==> config.mk <==
export PLATFORM = sky130hd
export DESIGN_NAME = dmem_arbiter
export DESIGN_NICKNAME = d
export VERILOG_FILES = /design/src/rtl/dmem_arb_pkg.sv /design/src/rtl/dmem_burst_ctr.sv /design/src/rtl/dmem_arbiter.sv
export SDC_FILE = /design/constraint.sdc
export NUM_CORES = 1
export LEC_CHECK = 0
export ABC_CLOCK_PERIOD_IN_PS = 6300
export CORE_AREA = 2 2 93 95
export CTS_CLUSTER_DIAMETER = 100
export CTS_CLUSTER_SIZE = 16
export DETAILED_ROUTE_END_ITERATION = 8
export DIE_AREA = 0 0 95 97
export PLACE_DENSITY_LB_ADDON = 0.12
export REMOVE_ABC_BUFFERS = 1
export SLEW_MARGIN = 20
export SYNTH_ARGS = -nofsm -noshare
export SYNTH_HDL_FRONTEND = slang
export SYNTH_SLANG_ARGS = --single-unit
==> constraint.sdc <==
create_clock -name clk -period 6.3 [get_ports clk]
set_clock_uncertainty 0.1 [all_clocks]
set_input_delay 0.63 -clock clk [delete_from_list [all_inputs] [get_ports clk]]
set_output_delay 0.63 -clock clk [all_outputs]
set_load 0.03 [all_outputs]
==> src/rtl/dmem_arb_pkg.sv <==
// Shared definitions for the data-memory arbiter: state encodings, parameter
// defaults and the active-low byte-lane write encodings.
package dmem_arb_pkg;

  localparam int AW_DEF       = 8;
  localparam int DW_DEF       = 32;
  localparam int MAXBURST_DEF = 16;

  localparam logic [3:0] WREN_NONE = 4'b1111;
  localparam logic [3:0] WREN_WORD = 4'b0000;

  typedef enum logic {
    ST_IDLE,
    ST_HOST
  } state_e;

  typedef enum logic {
    LAST_CPU,
    LAST_HOST
  } owner_e;

  // A 4-bit burst length of zero stands for the maximum burst of 16 beats.
  function automatic logic [4:0] decode_len(input logic [3:0] len);
    return (len == 4'd0) ? 5'd16 : {1'b0, len};
  endfunction

endpackage

==> src/rtl/dmem_burst_ctr.sv <==
// Beat counter for host bursts: captures the decoded length at burst start and
// flags the final beat.
module dmem_burst_ctr
  import dmem_arb_pkg::*;
#(
  parameter int CW = 5
) (
  input  logic          clk,
  input  logic          rstd,
  input  logic          load_i,
  input  logic          step_i,
  input  logic [3:0]    len_i,
  output logic [CW-1:0] idx_o,
  output logic          done_o
);

  logic [CW-1:0] cnt_q, cnt_d;
  logic [CW-1:0] len_q, len_d;

  always_comb begin
    cnt_d = cnt_q;
    len_d = len_q;
    if (load_i) begin
      cnt_d = '0;
      len_d = CW'(decode_len(len_i));
    end else if (step_i) begin
      cnt_d = done_o ? '0 : cnt_q + CW'(1);
    end
  end

  always_ff @(posedge clk or negedge rstd) begin
    if (!rstd) begin
      cnt_q <= '0;
      len_q <= '0;
    end else begin
      cnt_q <= cnt_d;
      len_q <= len_d;
    end
  end

  assign idx_o  = cnt_q;
  assign done_o = ((cnt_q + CW'(1)) == len_q);

endmodule

==> src/rtl/dmem_arbiter.sv <==
// Arbitrates a single-cycle CPU load/store port against a host burst port for
// one shared byte-lane data memory.
module dmem_arbiter
  import dmem_arb_pkg::*;
#(
  parameter int AW       = AW_DEF,
  parameter int DW       = DW_DEF,
  parameter int MAXBURST = MAXBURST_DEF
) (
  input  logic          clk,
  input  logic          rstd,
  input  logic          cpu_req,
  input  logic [3:0]    cpu_wren,
  input  logic [AW-1:0] cpu_addr,
  input  logic [DW-1:0] cpu_wdata,
  output logic          cpu_gnt,
  output logic          cpu_stall,
  output logic [DW-1:0] cpu_rdata,
  input  logic          host_req,
  input  logic          host_wr,
  input  logic [AW-1:0] host_addr,
  input  logic [3:0]    host_len,
  input  logic [DW-1:0] host_wdata,
  output logic          host_ack,
  output logic [DW-1:0] host_rdata,
  output logic          busy,
  output logic [AW-1:0] mem_addr,
  output logic [3:0]    mem_wren,
  output logic [DW-1:0] mem_wdata,
  input  logic [DW-1:0] mem_rdata
);

  localparam int CW = $clog2(MAXBURST + 1);

  state_e        state_q;
  owner_e        last_q;
  logic [AW-1:0] base_q;
  logic          wr_q;
  logic          busy_q;

  logic          cpuWin;
  logic          hostStart;
  logic          hostBeat;
  logic [CW-1:0] beatIdx;
  logic          beatDone;

  // Grants are gated by rstd so every access strobe drops the moment reset asserts.
  assign cpuWin    = rstd & (state_q == ST_IDLE) & cpu_req &
                     (~host_req | (last_q == LAST_HOST));
  assign hostStart = rstd & (state_q == ST_IDLE) & host_req & ~cpuWin;
  assign hostBeat  = rstd & (state_q == ST_HOST) & host_req;

  dmem_burst_ctr #(.CW(CW)) u_ctr (
    .clk    (clk),
    .rstd   (rstd),
    .load_i (hostStart),
    .step_i (hostBeat),
    .len_i  (host_len),
    .idx_o  (beatIdx),
    .done_o (beatDone)
  );

  always_comb begin
    mem_addr  = cpu_addr;
    mem_wdata = cpu_wdata;
    mem_wren  = WREN_NONE;
    if (hostBeat) begin
      mem_addr  = base_q + AW'(beatIdx);
      mem_wdata = host_wdata;
      mem_wren  = wr_q ? WREN_WORD : WREN_NONE;
    end else if (cpuWin) begin
      mem_wren = cpu_wren;
    end
  end

  // Burst attributes are captured only at burst start; a dropped host_req aborts.
  always_ff @(posedge clk or negedge rstd) begin
    if (!rstd) begin
      state_q <= ST_IDLE;
      last_q  <= LAST_HOST;
      base_q  <= '0;
      wr_q    <= 1'b0;
      busy_q  <= 1'b0;
    end else begin
      case (state_q)
        ST_IDLE: begin
          if (cpuWin) begin
            last_q <= LAST_CPU;
          end else if (hostStart) begin
            state_q <= ST_HOST;
            base_q  <= host_addr;
            wr_q    <= host_wr;
            busy_q  <= 1'b1;
          end
        end
        ST_HOST: begin
          if (!host_req || beatDone) begin
            state_q <= ST_IDLE;
            last_q  <= LAST_HOST;
            busy_q  <= 1'b0;
          end
        end
        default: state_q <= ST_IDLE;
      endcase
    end
  end

  assign cpu_gnt    = cpuWin;
  assign cpu_stall  = cpu_req & ~cpuWin;
  assign cpu_rdata  = mem_rdata;
  assign host_ack   = hostBeat;
  assign host_rdata = mem_rdata;
  assign busy       = busy_q;

endmodule

# ---- Word level (Yosys, flattened, before mapping)
# Index checks and enable logic that the tools add are counted.
dict set report op_classes {
  eq_ne 5
  n_mux 20
  n_bitwise 12
  addsub 2
  n_reduce_logical 7
}
# operator count
set op_table {}
lappend op_table {{$mux 32} 1}
lappend op_table {{$mux 5} 4}
lappend op_table {{$mux 4} 3}
lappend op_table {{$add 8x5->8} 1}
lappend op_table {{$and 1x1->1} 8}
lappend op_table {{$mux 1} 8}
lappend op_table {{$mux 8} 1}
lappend op_table {{$ne 2x2->1 const B} 3}
lappend op_table {{$pmux 1 s2} 3}
lappend op_table {{$reduce_and 3->1} 2}
lappend op_table {{$add 5x1->5 const B} 1}
lappend op_table {{$eq 5x5->1} 1}
lappend op_table {{$logic_not 4->1} 1}
lappend op_table {{$not 1->1} 3}
lappend op_table {{$ne 2x1->1 const B} 1}
lappend op_table {{$reduce_and 2->1} 1}
lappend op_table {{$reduce_bool 2->1} 1}
lappend op_table {{$logic_not 1->1} 1}
lappend op_table {{$logic_or 1x1->1} 1}
lappend op_table {{$or 1x1->1} 1}
dict set report word_totals {
  register_bits 22
  output_inout_bits 112
  input_bits 125
  wordCells 53
}

# ---- Depth between registers and ports, before layout
dict set report logic_depth {
  depth_word 9
  ltp_mapped 8
  mapped_depth_nobuf 8
}

# ---- Cells and area by module
# Synthesis repeated with hierarchy kept, for this count alone.
dict set report hier_totals {
  cells_unflattened 320
  hier_area_um2 2352.3
}
# mod seq_area_each_um2 n_inst cells_per_inst area_each_um2
set modules_own_cells {}
lappend modules_own_cells {dmem_arbiter 301.5 1 265 1770.4}
lappend modules_own_cells {dmem_burst_ctr 250.2 1 55 581.8}

# ---- Least setup slack after synthesis
# Ideal clock, no wire load.
dict set report synth_path {
  path_type {flip-flop to output port}
  startpoint {register u_ctr.cnt_q[0], in the netlist u_ctr.idx_o[0]}
  endpoint {output mem_addr[6]}
  t_required_ps 5570
  slack_ps 3337
  stages_incl_launch_ff 9
  n_path_buf 0
  t_arrival_ps 2233
  cell_sequence {dfrtp_1 ha_1 inv_1 fa_1 nor2b_1 o21a_1 o21ai_0 or4b_2 nand3_1}
}
dict set report synth_between {
  elab_chain_len 2
}
# item line_no
set synth_lines {}
lappend synth_lines {{start, declared} dmem_burst_ctr.sv:17} ;# logic [CW-1:0] cnt_q, cnt_d;
lappend synth_lines {{start signal, assigned} dmem_burst_ctr.sv:36} ;# cnt_q <= cnt_d;
lappend synth_lines {{$add 8x5->8} dmem_arbiter.sv:68} ;# mem_addr = base_q + AW'(beatIdx);
lappend synth_lines {{$mux 8} dmem_arbiter.sv:67} ;# if (hostBeat) begin
lappend synth_lines {{end, declared} dmem_arbiter.sv:27} ;# output logic [AW-1:0] mem_addr,
# Every way passes these cells.

# ---- Worst setup path in the final report
dict set report layout_path {
  startpoint {input rstd}
  endpoint {output mem_addr[3]}
}
dict set report layout_between {
  elab_chain_len 3
}
# item line_no
set layout_lines {}
lappend layout_lines {{start, declared} dmem_arbiter.sv:11} ;# input logic rstd,
lappend layout_lines {{$and 1x1->1 (2 in series)} dmem_arbiter.sv:51} ;# assign hostBeat = rstd & (state_q == ST_HOST) & host_req;
lappend layout_lines {{$mux 8} dmem_arbiter.sv:67}
# Every way passes these cells.

==> impl_metrics.csv <==
group,metric,value,unit
run_status,status,"finished, final reports clean",
synthesis,synthTopCellsByArea,"dfrtp_1 23%, buf_4 21%, nand2_1 19%",
layout,final_common_cell,"clkdlybuf4s50_1",
place,dp_hpwl,8.561,mm
power_and_ir_drop,power_density,253.3,nW/um2
clocking,cts_tree,"yes",
sta,tightestPinTransition,0.7896,ns
sta,slew_headroom,47.28,%
detailed_routing,ant_nets,0,
synthesis,ys.flop_type,"dfrtp_1",
clocking,post_cts_resized,0,
clocking,path_clk_slew,0.08,ns
detailed_routing,dr.pass1.iters,4,
setup_path,worstSetupPathType,"primary input to output pin",
grt,grt_pass1_wl,14.50,mm
clocking,cts_setup_buffers,0,
layout,fillers,836,
synthesis,syn_inst,316,
floorplan,pin_count,237,
synthesis,yosys.area.top_type,"dfrtp_1",
layout,final_util,41.56,%
synthesis,ys_types,34,
sta,hold_viol,0,
grt,first_global_vias,2259,
place,gp_congestion,0.7741,
floorplan,initial_utilization,27.86,%
hold_path,min_path_type,"register to register",
floorplan,chipWidth,95,um
synthesis,synth.area.mux_share,6.957,%
sta,period_minus_slack,4.345,ns
clocking,clkLatencyLatePin,0.26,ns
sta,setup_violations,0,
sta,setup_tns,0,ns
detailed_routing,wl_per_cell,21.34,um
layout,final_area,3381,um2
synthesis,avgSynthCellArea,7.171,um2
place,dpl_cell_area,3309,um2
clocking,hold_buffers,0,
power_and_ir_drop,ir_worst_vdd,0.1787,mV
synthesis,synth_top_area_share,23.19,%
layout,seq_area,551.8,um2
synthesis,synth_compound_area_share,9.387,%
setup_path,critical_path.max_fanout,45,
grt,overflow,0,
grt,grt_max_degree,46,
layout,multiInputGateArea,1176,um2
clocking,cts.sinks,22,
layout,drive_gt1_share,7.474,%
sta,worst_slack,1.955,ns
floorplan,die_y,97,um
clocking,h-tree-depth,1,
setup_path,arrival,3.61,ns
detailed_routing,drc,0,
synthesis,synth-edff-count,0,
setup_path,setup.worst_path.end_class,"output pin",
layout,final_cell_mix,"140 x clkdlybuf4s50_1, 114 x nand2_1, 21 x dfrtp_1",
sta,rsz0062_at_grt,"false",
synthesis,seq_area_frac_synth,24.35,%
grt,antenna_found_initial,0,
synthesis,async_flop_share,100.0,%
setup_path,cp-start-kind,"primary input",
place,place_ws,1.906,ns
clocking,cts_buffers,3,
sta,drv_slew,0,
synthesis,synthAdderAreaFrac,4.197,%
clocking,clk_path_buf_depth,2,
run,drv_cap,0,
synthesis,yosys_warnings,0,
layout,nNetsFinal,521,
sta,fin_crit_sh,68.97,%
floorplan,dieArea,9215,um2
grt,track_usage,21.80,%
synthesis,synthXorXnorAreaFrac,5.025,%
layout,syn_to_final_growth,49.20,%
synthesis,synth_top_family_by_area,"simple AND/OR/NAND/NOR gates",
detailed_routing,vias,2280,
floorplan,design.core.area,8134,um2
detailed_routing,viasPerCell,4.625,
setup_path,required,5.57,ns
power_and_ir_drop,p_leak,1.473,nW
layout,antennaDiodeCount,0,
sta,fmaxAchievable,230.2,MHz
clocking,cts_root_buf,"clkbuf_8",
synthesis,synth-seq-cells,22,
floorplan,fp-row-count,33,
synthesis,synthSimpleGateAreaFrac,25.90,%
place,io_buffers,140,
synthesis,syn-cell-area,2266,um2
detailed_routing,wl,10.52,mm
detailed_routing,dr.first_iter.drc_count,82,
==> final cells by class <==
type / count / share of cell area, %
well taps: 105 / 3.886
flip-flops and latches: 22 / 16.32
inverters: 7 / 0.7772
repair buffers: 143 / 42.12
clock buffers: 3 / 1.221
multi-input cells: 212 / 34.79
clock inverters: 1 / 0.8882
==> metrics by stage <==
| stage | power [mW] | hold WS [ns] | std cells |
|---|---|---|---|
| CTS | 0.8668 | 0.4257 | 493 |
| detailed placement | 0.7305 | 0.4058 | 489 |
| floorplan | 0.5192 | 0.2344 | 241 |
| global route | 0.9185 | 0.4420 | 493 |
| global placement | 0.7307 | 0.4010 | 489 |
| finish | 0.8562 | 0.4231 | 493 |
==> cells by family after synthesis <==
family / after synthesis
simple gates: 144
buf+inv: 82
compound gates: 34
flops: 22
mux: 14
xor+xnor: 13
fa+ha+maj: 7
==> critical path: stages <==
cell             delay [ns]
clkdlybuf4s50_1        0.45
buf_4                  0.30
nand3_2                0.37
inv_2                  0.70
o21ai_0                0.18
o21ai_0                0.24
clkdlybuf4s50_1        0.71
==> state kept, by name (all words and copies together) (netlist names) <==
name and cells:
base_q 8, busy 1, last_q 1, state_q 1, u_ctr.idx_o 5, u_ctr.len_q 5, wr_q 1
==> metal layers <==
layer,vias to the layer above,global-route usage [%],wire (um)
met4,2,2.899,47
met3,6,24.30,2623
li1,1099,-,-
met1,977,24.89,3994
met5,-,9.524,56
met2,196,26.95,3798
==> cells in the mapped netlist (all sizes together), types with 2 or more instances <==
cell      n
nand3     5
nor2     12
a211oi    4
nand2   114
o21ai    15
a21oi     7
clkbuf    7
ha        6
o21a      2
o21bai    2
xor2      7
nor4      2
nor3      4
mux2     14
buf      68
inv       7
xnor2     6
dfrtp    21
==> path summary, 6_finish.rpt <==
kind	to	startpoint	cells past startpoint	slack [ns]
min in group asynchronous	wr_q	rstd	2	0.62
min	base_q[0]	base_q[0]	1	0.42
min reg2reg	base_q[0]	base_q[0]	1	0.42
max	mem_addr[3]	rstd	7	1.96
max reg2reg	u_ctr.idx_o[3]	state_q	5	4.11
max in group asynchronous	last_q	rstd	2	5.20
==> report_power, final <==
| part | internal, mW | total, mW | switching [mW] |
|---|---|---|---|
| clock network | 0.0849 | 0.131 | 0.0466 |
| registers | 0.197 | 0.246 | 0.0494 |
| logic | 0.233 | 0.479 | 0.245 |
No activity file was read; power rests on OpenSTA's default activity.
